===== src/rtl/cla_sub_seq_if.sv =====
`timescale 1ns/1ps
`default_nettype none
// ============================================================================
// Module   : cla_sub_seq_if
// Brief    : Operand/result handshake bundle for cla_sub_seq. The ovf signal
//            exists only when CLA_SUB_OVF_EN is defined.
// Revision : 1.0 - initial release
// ============================================================================
interface cla_sub_seq_if #(
    parameter int NIBBLES = 4
);
    localparam int WIDTH = 4 * NIBBLES;

    logic             in_valid;
    logic             in_ready;
    logic [WIDTH-1:0] a;
    logic [WIDTH-1:0] b;
    logic             bin;
    logic             out_valid;
    logic             out_ready;
    logic [WIDTH-1:0] diff;
    logic             borrow_out;
    logic             zero;
`ifdef CLA_SUB_OVF_EN
    logic             ovf;
`endif

    modport master (
        output in_valid, a, b, bin, out_ready,
        input  in_ready, out_valid, diff, borrow_out, zero
`ifdef CLA_SUB_OVF_EN
        , input ovf
`endif
    );

    modport slave (
        input  in_valid, a, b, bin, out_ready,
        output in_ready, out_valid, diff, borrow_out, zero
`ifdef CLA_SUB_OVF_EN
        , output ovf
`endif
    );
endinterface
`default_nettype wire


===== src/rtl/cla_sub_seq.sv =====
`timescale 1ns/1ps
`default_nettype none
// ============================================================================
// Module   : cla_sub_seq
// Brief    : Nibble-serial A - B - bin using a 4-bit carry-lookahead slice per
//            cycle, valid/ready on both sides. CLA_SUB_OVF_EN adds signed ovf.
// Revision : 1.0 - initial release
// ============================================================================
module cla_sub_seq #(
    parameter int NIBBLES = 4
) (
    input  wire logic     clk,
    input  wire logic     reset,
    cla_sub_seq_if.slave  bus
);
    localparam int CW = (NIBBLES > 1) ? $clog2(NIBBLES) : 1;

    typedef enum logic [1:0] {
        IDLE = 2'd0,
        RUN  = 2'd1,
        DONE = 2'd2
    } state_t;

    state_t                   r_state;
    state_t                   w_state_next;
    logic [CW-1:0]            r_cnt;
    logic [NIBBLES-1:0][3:0]  r_a;
    logic [NIBBLES-1:0][3:0]  r_b;
    logic [NIBBLES-1:0][3:0]  r_diff;
    logic                     r_carry;
    logic                     r_borrow;
    logic                     r_zero;
    logic [3:0]               w_p;
    logic [3:0]               w_g;
    logic [4:0]               w_c;
    logic [3:0]               w_sum;
    logic [NIBBLES-1:0][3:0]  w_diff_full;
    logic                     w_last;
    logic                     w_accept;
`ifdef CLA_SUB_OVF_EN
    logic                     r_ovf;
`endif

    always_ff @(posedge clk or posedge reset) begin
        if (reset) r_state <= IDLE;
        else       r_state <= w_state_next;
    end

    assign w_last = (r_cnt == CW'(NIBBLES - 1));

    always_comb begin
        w_state_next  = r_state;
        bus.in_ready  = 1'b0;
        bus.out_valid = 1'b0;
        w_accept      = 1'b0;
        case (r_state)
            IDLE: begin
                bus.in_ready = 1'b1;
                if (bus.in_valid) begin
                    w_accept     = 1'b1;
                    w_state_next = RUN;
                end
            end
            RUN: begin
                if (w_last) w_state_next = DONE;
            end
            DONE: begin
                bus.out_valid = 1'b1;
                if (bus.out_ready) w_state_next = IDLE;
            end
            default: w_state_next = IDLE;
        endcase
    end

    // Subtraction as A + ~B + ~bin: the carry register holds the inverted borrow.
    always_comb begin
        w_p    = r_a[r_cnt] ^ ~r_b[r_cnt];
        w_g    = r_a[r_cnt] & ~r_b[r_cnt];
        w_c[0] = r_carry;
        w_c[1] = w_g[0] | (w_p[0] & w_c[0]);
        w_c[2] = w_g[1] | (w_p[1] & w_g[0]) | (w_p[1] & w_p[0] & w_c[0]);
        w_c[3] = w_g[2] | (w_p[2] & w_g[1]) | (w_p[2] & w_p[1] & w_g[0])
               | (w_p[2] & w_p[1] & w_p[0] & w_c[0]);
        w_c[4] = w_g[3] | (w_p[3] & w_g[2]) | (w_p[3] & w_p[2] & w_g[1])
               | (w_p[3] & w_p[2] & w_p[1] & w_g[0])
               | (w_p[3] & w_p[2] & w_p[1] & w_p[0] & w_c[0]);
        w_sum  = w_p ^ w_c[3:0];
        w_diff_full        = r_diff;
        w_diff_full[r_cnt] = w_sum;
    end

    always_ff @(posedge clk or posedge reset) begin
        if (reset) begin
            r_cnt    <= '0;
            r_a      <= '0;
            r_b      <= '0;
            r_diff   <= '0;
            r_carry  <= 1'b0;
            r_borrow <= 1'b0;
            r_zero   <= 1'b0;
`ifdef CLA_SUB_OVF_EN
            r_ovf    <= 1'b0;
`endif
        end else begin
            case (r_state)
                IDLE: begin
                    if (w_accept) begin
                        r_a     <= bus.a;
                        r_b     <= bus.b;
                        r_carry <= ~bus.bin;
                        r_cnt   <= '0;
                    end
                end
                RUN: begin
                    r_diff  <= w_diff_full;
                    r_carry <= w_c[4];
                    if (w_last) begin
                        r_cnt    <= '0;
                        r_borrow <= ~w_c[4];
                        r_zero   <= (w_diff_full == '0);
`ifdef CLA_SUB_OVF_EN
                        r_ovf    <= (r_a[NIBBLES-1][3] != r_b[NIBBLES-1][3])
                                  & (w_sum[3] != r_a[NIBBLES-1][3]);
`endif
                    end else begin
                        r_cnt <= r_cnt + 1'b1;
                    end
                end
                default: ;
            endcase
        end
    end

    assign bus.diff       = r_diff;
    assign bus.borrow_out = r_borrow;
    assign bus.zero       = r_zero;
`ifdef CLA_SUB_OVF_EN
    assign bus.ovf        = r_ovf;
`endif

endmodule
`default_nettype wire


===== src/flat_wrapper.sv =====
// flat-port wrapper written by rule: the top's interface ports become plain ports
module cla_sub_seq_flat 
#(
    parameter int NIBBLES = 4
)
  (clk, reset, bus_in_valid, bus_a, bus_b, bus_bin, bus_out_ready, bus_in_ready, bus_out_valid, bus_diff, bus_borrow_out, bus_zero);
  cla_sub_seq_if #(.NIBBLES(NIBBLES)) bus_i ();
  input  wire logic clk;
  input  wire logic reset;
  input wire logic [$bits(bus_i.in_valid)-1:0] bus_in_valid;
  input wire logic [$bits(bus_i.a)-1:0] bus_a;
  input wire logic [$bits(bus_i.b)-1:0] bus_b;
  input wire logic [$bits(bus_i.bin)-1:0] bus_bin;
  input wire logic [$bits(bus_i.out_ready)-1:0] bus_out_ready;
  output wire logic [$bits(bus_i.in_ready)-1:0] bus_in_ready;
  output wire logic [$bits(bus_i.out_valid)-1:0] bus_out_valid;
  output wire logic [$bits(bus_i.diff)-1:0] bus_diff;
  output wire logic [$bits(bus_i.borrow_out)-1:0] bus_borrow_out;
  output wire logic [$bits(bus_i.zero)-1:0] bus_zero;
  assign bus_i.in_valid = bus_in_valid;
  assign bus_i.a = bus_a;
  assign bus_i.b = bus_b;
  assign bus_i.bin = bus_bin;
  assign bus_i.out_ready = bus_out_ready;
  assign bus_in_ready = bus_i.in_ready;
  assign bus_out_valid = bus_i.out_valid;
  assign bus_diff = bus_i.diff;
  assign bus_borrow_out = bus_i.borrow_out;
  assign bus_zero = bus_i.zero;
  cla_sub_seq #(.NIBBLES(NIBBLES)) u_core (.clk(clk), .reset(reset), .bus(bus_i));
endmodule

===== config.mk =====
export PLATFORM = sky130hd
export DESIGN_NAME = cla_sub_seq_flat
export DESIGN_NICKNAME = d
export VERILOG_FILES = /design/src/rtl/cla_sub_seq_if.sv /design/src/rtl/cla_sub_seq.sv /design/src/flat_wrapper.sv
export SDC_FILE = /design/constraint.sdc
export NUM_CORES = 1
export LEC_CHECK = 0
export CAP_MARGIN = 20
export CORE_ASPECT_RATIO = 0.6
export CORE_MARGIN = 2
export CORE_UTILIZATION = 45
export DETAILED_ROUTE_END_ITERATION = 10
export PLACE_DENSITY = 0.73
export SLEW_MARGIN = 30
export SYNTH_ARGS = -nofsm -noshare
export SYNTH_HDL_FRONTEND = slang
export SYNTH_SLANG_ARGS = --single-unit

===== constraint.sdc =====
create_clock -name clk -period 2.8 [get_ports clk]
set_input_delay 0.56 -clock clk [delete_from_list [all_inputs] [get_ports clk]]
set_output_delay 0.56 -clock clk [all_outputs]
set_load 0.02 [all_outputs]

* Yosys cells after proc, flatten, opt, wreduce, memory -nomap -nowiden
Index checks and enable logic that the tools add are counted.
** Word-level totals
- Flip-flop bits (word level) :: 55
- Bits of input ports :: 37
- Output and inout bits :: 20
- Word-level logic and storage cells :: 87
** Cells by class
- $add $sub $neg :: 1
- $lt $le $gt $ge :: 2
- Equality and inequality tests :: 7
- Multiplexer cells :: 20
- Bitwise operators :: 32
- Reduce and logical (&&, ||, !) cells :: 8
** Operator list (count)
- bitwise AND 1 bit :: 16
- binary-select mux 4 bit (select 2 bit) :: 2
- bitwise mux 16 bit :: 1
- zero test 16 bit :: 1
- 2-to-1 mux 4 bit :: 3
- 2-to-1 mux 2 bit :: 5
- OR 1 bit :: 10
- demux 4 bit (select 2 bit) :: 1
- bitwise XOR 4 bit :: 2
- case mux 2 bit (3 select lines) :: 1
- AND reduction 2 bit :: 3
- 2-to-1 mux 1 bit :: 5
- bitwise AND 4 bit :: 1
- equality test 2 bit (second input constant) :: 2
- != test 2 x 1 -> 1 bit (second input constant) :: 2
- != test 2 bit (second input constant) :: 2
- NOT 4 bit :: 1
- case mux 2 bit (2 select lines) :: 1
- < comparator 2 x 3 -> 1 bit (second input constant) :: 1
- AND reduction 3 bit :: 1
- adder 2 x 1 -> 2 bit (second input constant) :: 1
- equality test 2 x 1 -> 1 bit (second input constant) :: 1
- >= comparator 2 x 1 -> 1 bit (second input constant) :: 1
- zero test 2 bit :: 1
- 4 further kinds :: 5

* Logic depth before layout (Yosys ltp)
- Word-level depth :: 11
- Depth in mapped cells :: 8
- Gate-level depth less buffers :: 7

* Least setup slack after synthesis
OpenSTA, ideal clock, no wires.
- Path type :: register to register
- From :: reg u_core.r_cnt[0]
- To :: reg u_core.r_zero, in the netlist u_core.bus.zero
- Arrival time :: 2.409 ns
- Data required time :: 2.733 ns
- Slack :: 0.323 ns
- Cell stages (with the launch flop) :: 8
- Clock period less this slack :: 2.477 ns
- Cell sequence :: dfrtp_1 -> buf_2 -> mux4_2 -> fa_1 -> xnor2_1 -> nand2b_1 -> nor4_1 -> a32o_1
** On the way
- Longest elaborated chain between the ends :: 11
** RTL lines
- from (decl) :: line cla_sub_seq.sv:26 : logic [CW-1:0] r_cnt;
- from (signal assigned) :: line cla_sub_seq.sv:126 : r_cnt <= r_cnt + 1'b1;
- binary-select mux 4 bit (select 2 bit) :: line cla_sub_seq.sv:77, cla_sub_seq.sv:78
- 2-to-1 mux 4 bit (not written as such) :: line cla_sub_seq.sv:77, cla_sub_seq.sv:78
- NOT 4 bit :: line cla_sub_seq.sv:77, cla_sub_seq.sv:78
- bitwise XOR 4 bit or bitwise AND 4 bit (tied branches) :: line cla_sub_seq.sv:77, cla_sub_seq.sv:78
- bitwise AND 1 bit (on tied branches) :: line cla_sub_seq.sv:82, cla_sub_seq.sv:83
- OR 1 bit, or another cell as far along :: line cla_sub_seq.sv:82 : w_c[3] = w_g[2] | (w_p[2] & w_g[1]) | (w_p[2] & w_p[1] & w_g[0])
- OR 1 bit or bitwise AND 1 bit (tied branches) :: line cla_sub_seq.sv:82, cla_sub_seq.sv:83
- OR 1 bit :: line cla_sub_seq.sv:83 : | (w_p[2] & w_p[1] & w_p[0] & w_c[0]);
- bitwise XOR 4 bit :: line cla_sub_seq.sv:87 : w_sum = w_p ^ w_c[3:0];
- bitwise mux 16 bit :: line cla_sub_seq.sv:89 : w_diff_full[r_cnt] = w_sum;
- zero test 16 bit :: line cla_sub_seq.sv:120 : r_zero <= (w_diff_full == '0);
- to (signal assigned) :: line cla_sub_seq.sv:120
- to (decl) :: line cla_sub_seq.sv:32 : logic r_zero;
Several ways; a longest one is shown, not always the timed one. The select of a mux whose other input is x is not followed.
A chain may end at the register's enable or synchronous reset.

* Worst setup path after layout
Ends and elaborated chain as after synthesis.

==> results.ini <==
[layout]
syn2layout_area_growth_pct=28.7
fin_util_pct=61.9
final_nets=357
n_antenna_cell=0
layout_common_cells=nand2_1 (114), clkdlybuf4s50_1 (56), dfrtp_1 (54)
layout_commonest_cell=nand2_1
nFillCells=461
drive_gt1_share_pct=8.04
final-instance-count-excl-fill=377

[yosys]
synth-xor-area-share_pct=1.05
synth_compound_area_share_pct=5.85
syn-num-nets=299
synth_seq_cells=55
synthMuxAreaShare_pct=9.45
seq_area_frac_synth_pct=55.0
yosysTopAreaCellShare_pct=55.0
syn_area_per_cell_um2=9.93
synth_area_leaders=dfrtp_1 (55%), nand2_1 (17%), mux4_2 (7.2%), ha_1 (4.5%), o21ai_0 (2.8%)
netlist_area_um2=2500
yosys_warnings=0
yosys.area.top_type=dfrtp_1
postSynthCellCount=252
synth_top_family_by_area=simple AND/OR/NAND/NOR gates
synth_simple_gate_area_share_pct=20.2
synth.distinct_cells=26
synth_fa_ha_area_share_pct=5.30

[drt]
routed.top_layer=met4
drt_iter0_drc=89
met2_wirelength_um=2130
drc=0
dr.pass1.iters=4
wl_met1_um=2830
wl_per_cell_um=14.2
viasPerCell=4.92
drtAntennaViolNets=0
wl_met3_um=375
vias=1855
drt-total-wl_um=5360

[placement]
place_hpwl_um=3910
port_buffers=56
dp_cells=369
gp_congestion=0.803
dp_slack_ps=180

[die]
ioPinCount=57
die_x_um=100
die_h_um=61.8
core-area_um2=5200
start_util_pct=48.1
die-area_um2=6190
rows=20

[clocking]
root_buffer=clkbuf_8
clk_path_buf_depth=2
clock_sinks=55
clk_latency_ps=310
numCtsBuffers=5
cts_tree=done
post_cts_resized=0
h-tree-depth=2
clk_transition_reported_paths_ps=90
postCtsHoldBufs=0
post-cts-setup-buffer-count=0

[timing]
rsz0062_at_grt=false
post-route-period-util_pct=88.7
slew_headroom_pct=54.8
setup_tns_ps=0
fmax_ghz=0.403
drv_slew=0
fin_crit_ps=2480
max_slew.worst_pin.slew_ps=677
hold_viol=0
setup_ws_ps=316
finalSetupViolCount=0
fin_worst_skew_ps=4.60
hold_slack_ps=481

[worst_setup_path]
end_kind=register
worstPathArrival_ps=2730
path_class=register to register
crit_path_max_fanout=8
crit_family=multiplexers
critPathSlowestCell=mux4_2
max_stage_delay_ps=600
crit_chain=mux4_2, ha_1, a41oi_1, o21ai_1, xnor2_1, a32o_1
r2r_slack_ps=320
start_kind=register
critical_path_buf_inv_count=0
required_ps=3050

[global_routing]
grt_usage_pct=19.3
antenna_found_initial=0
first_global_vias=1869
globalRoute.totalOverflow=0
grt_max_degree=56
grt_first_pass_wirelength_um=8910

[outcome]
status=complete, no violations

[power_and_ir_drop]
power_density_nw_per_um2=1320
cellLeakagePower_nw=1.54
irDropWorstVdd_v=0.000621

[run]
drv_cap=0

[hold_path]
hold_class=register to register

==> Yosys cell counts, drive strengths merged <==
cell and number:
buf 7, a21oi 3, o31ai 2, and2b 1, nor4 4, and2 1
a32o 1, clkbuf 3, o221ai 1, fa 1, mux2 5, nand3 2
inv 9, xnor2 3, o22ai 1, ha 9, nand2 114, a41oi 1
dfrtp 55, nand2b 3, o21ai 15, mux4 8, a21o 1, nor2 2
==> sequential cells by signal, summed over array words and instances, names as in the netlist <==
register               cells
u_core.r_b                16
u_core.r_a                16
u_core.bus.diff           16
u_core.r_state             2
u_core.bus.borrow_out      1
u_core.bus.zero            1
u_core.r_cnt               2
u_core.r_carry             1
==> kinds of logic after synthesis <==
group,after synthesis
AOI/OAI and AO/OA,25
xor gates and xnor gates,3
adders and majority gates,10
buffers and inverters,19
DFF,55
muxes,13
and+or+nand+nor,127
==> worst reg2reg max path: cells and delay by family (launching register included) <==
| kind | cells | cell delay (ps) |
|---|---|---|
| flops | 1 | 540 |
| xor+xnor | 1 | 390 |
| compound gates | 3 | 560 |
| mux | 1 | 600 |
| fa+ha+maj | 1 | 340 |
==> where the power goes <==
group	switching (W)	leakage, nW	internal [W]
Sequential	0.000301	0.681	0.00118
Clock	0.000245	0.0422	0.000176
Combinational	0.00128	0.814	0.00106
Total	0.00183	1.54	0.00242
==> path summary, 6_finish.rpt <==
check / start / end / cells past startpoint
setup / recovery: u_core.r_cnt[0] / u_core.bus.zero / 6
hold / removal: u_core.r_b[2] / u_core.r_b[2] / 2
setup reg to reg: u_core.r_cnt[0] / u_core.bus.zero / 6
hold reg to reg: u_core.r_b[2] / u_core.r_b[2] / 2
max in group asynchronous: reset / u_core.r_cnt[0] / 3
min in group asynchronous: reset / u_core.bus.diff[13] / 3
==> layout make-up <==
cell class	instances	area, um2	area share [%]
clock buffers	7	76.3	2.37
clock inverters	1	5.00	0.155
inverters	9	33.8	1.05
multi-input cells	178	1050	32.5
flip-flops and latches	55	1380	42.8
well taps	66	82.6	2.57
repair buffers	61	598	18.6
==> routing by layer <==
metal	vias up	global-route usage, %
li1	942	-
met1	846	29.5
met2	65	27.9
met3	2	5.59
met4	0	3.52
met5	-	0
==> stage by stage <==
step	area (um2)	power [W]
after floorplan	2500	0.00297
after global placement	3140	0.00375
after detailed placement	3140	0.00384
after CTS	3220	0.00427
after global routing	3220	0.00462
final	3220	0.00425
(Power assumes the default switching activity.)
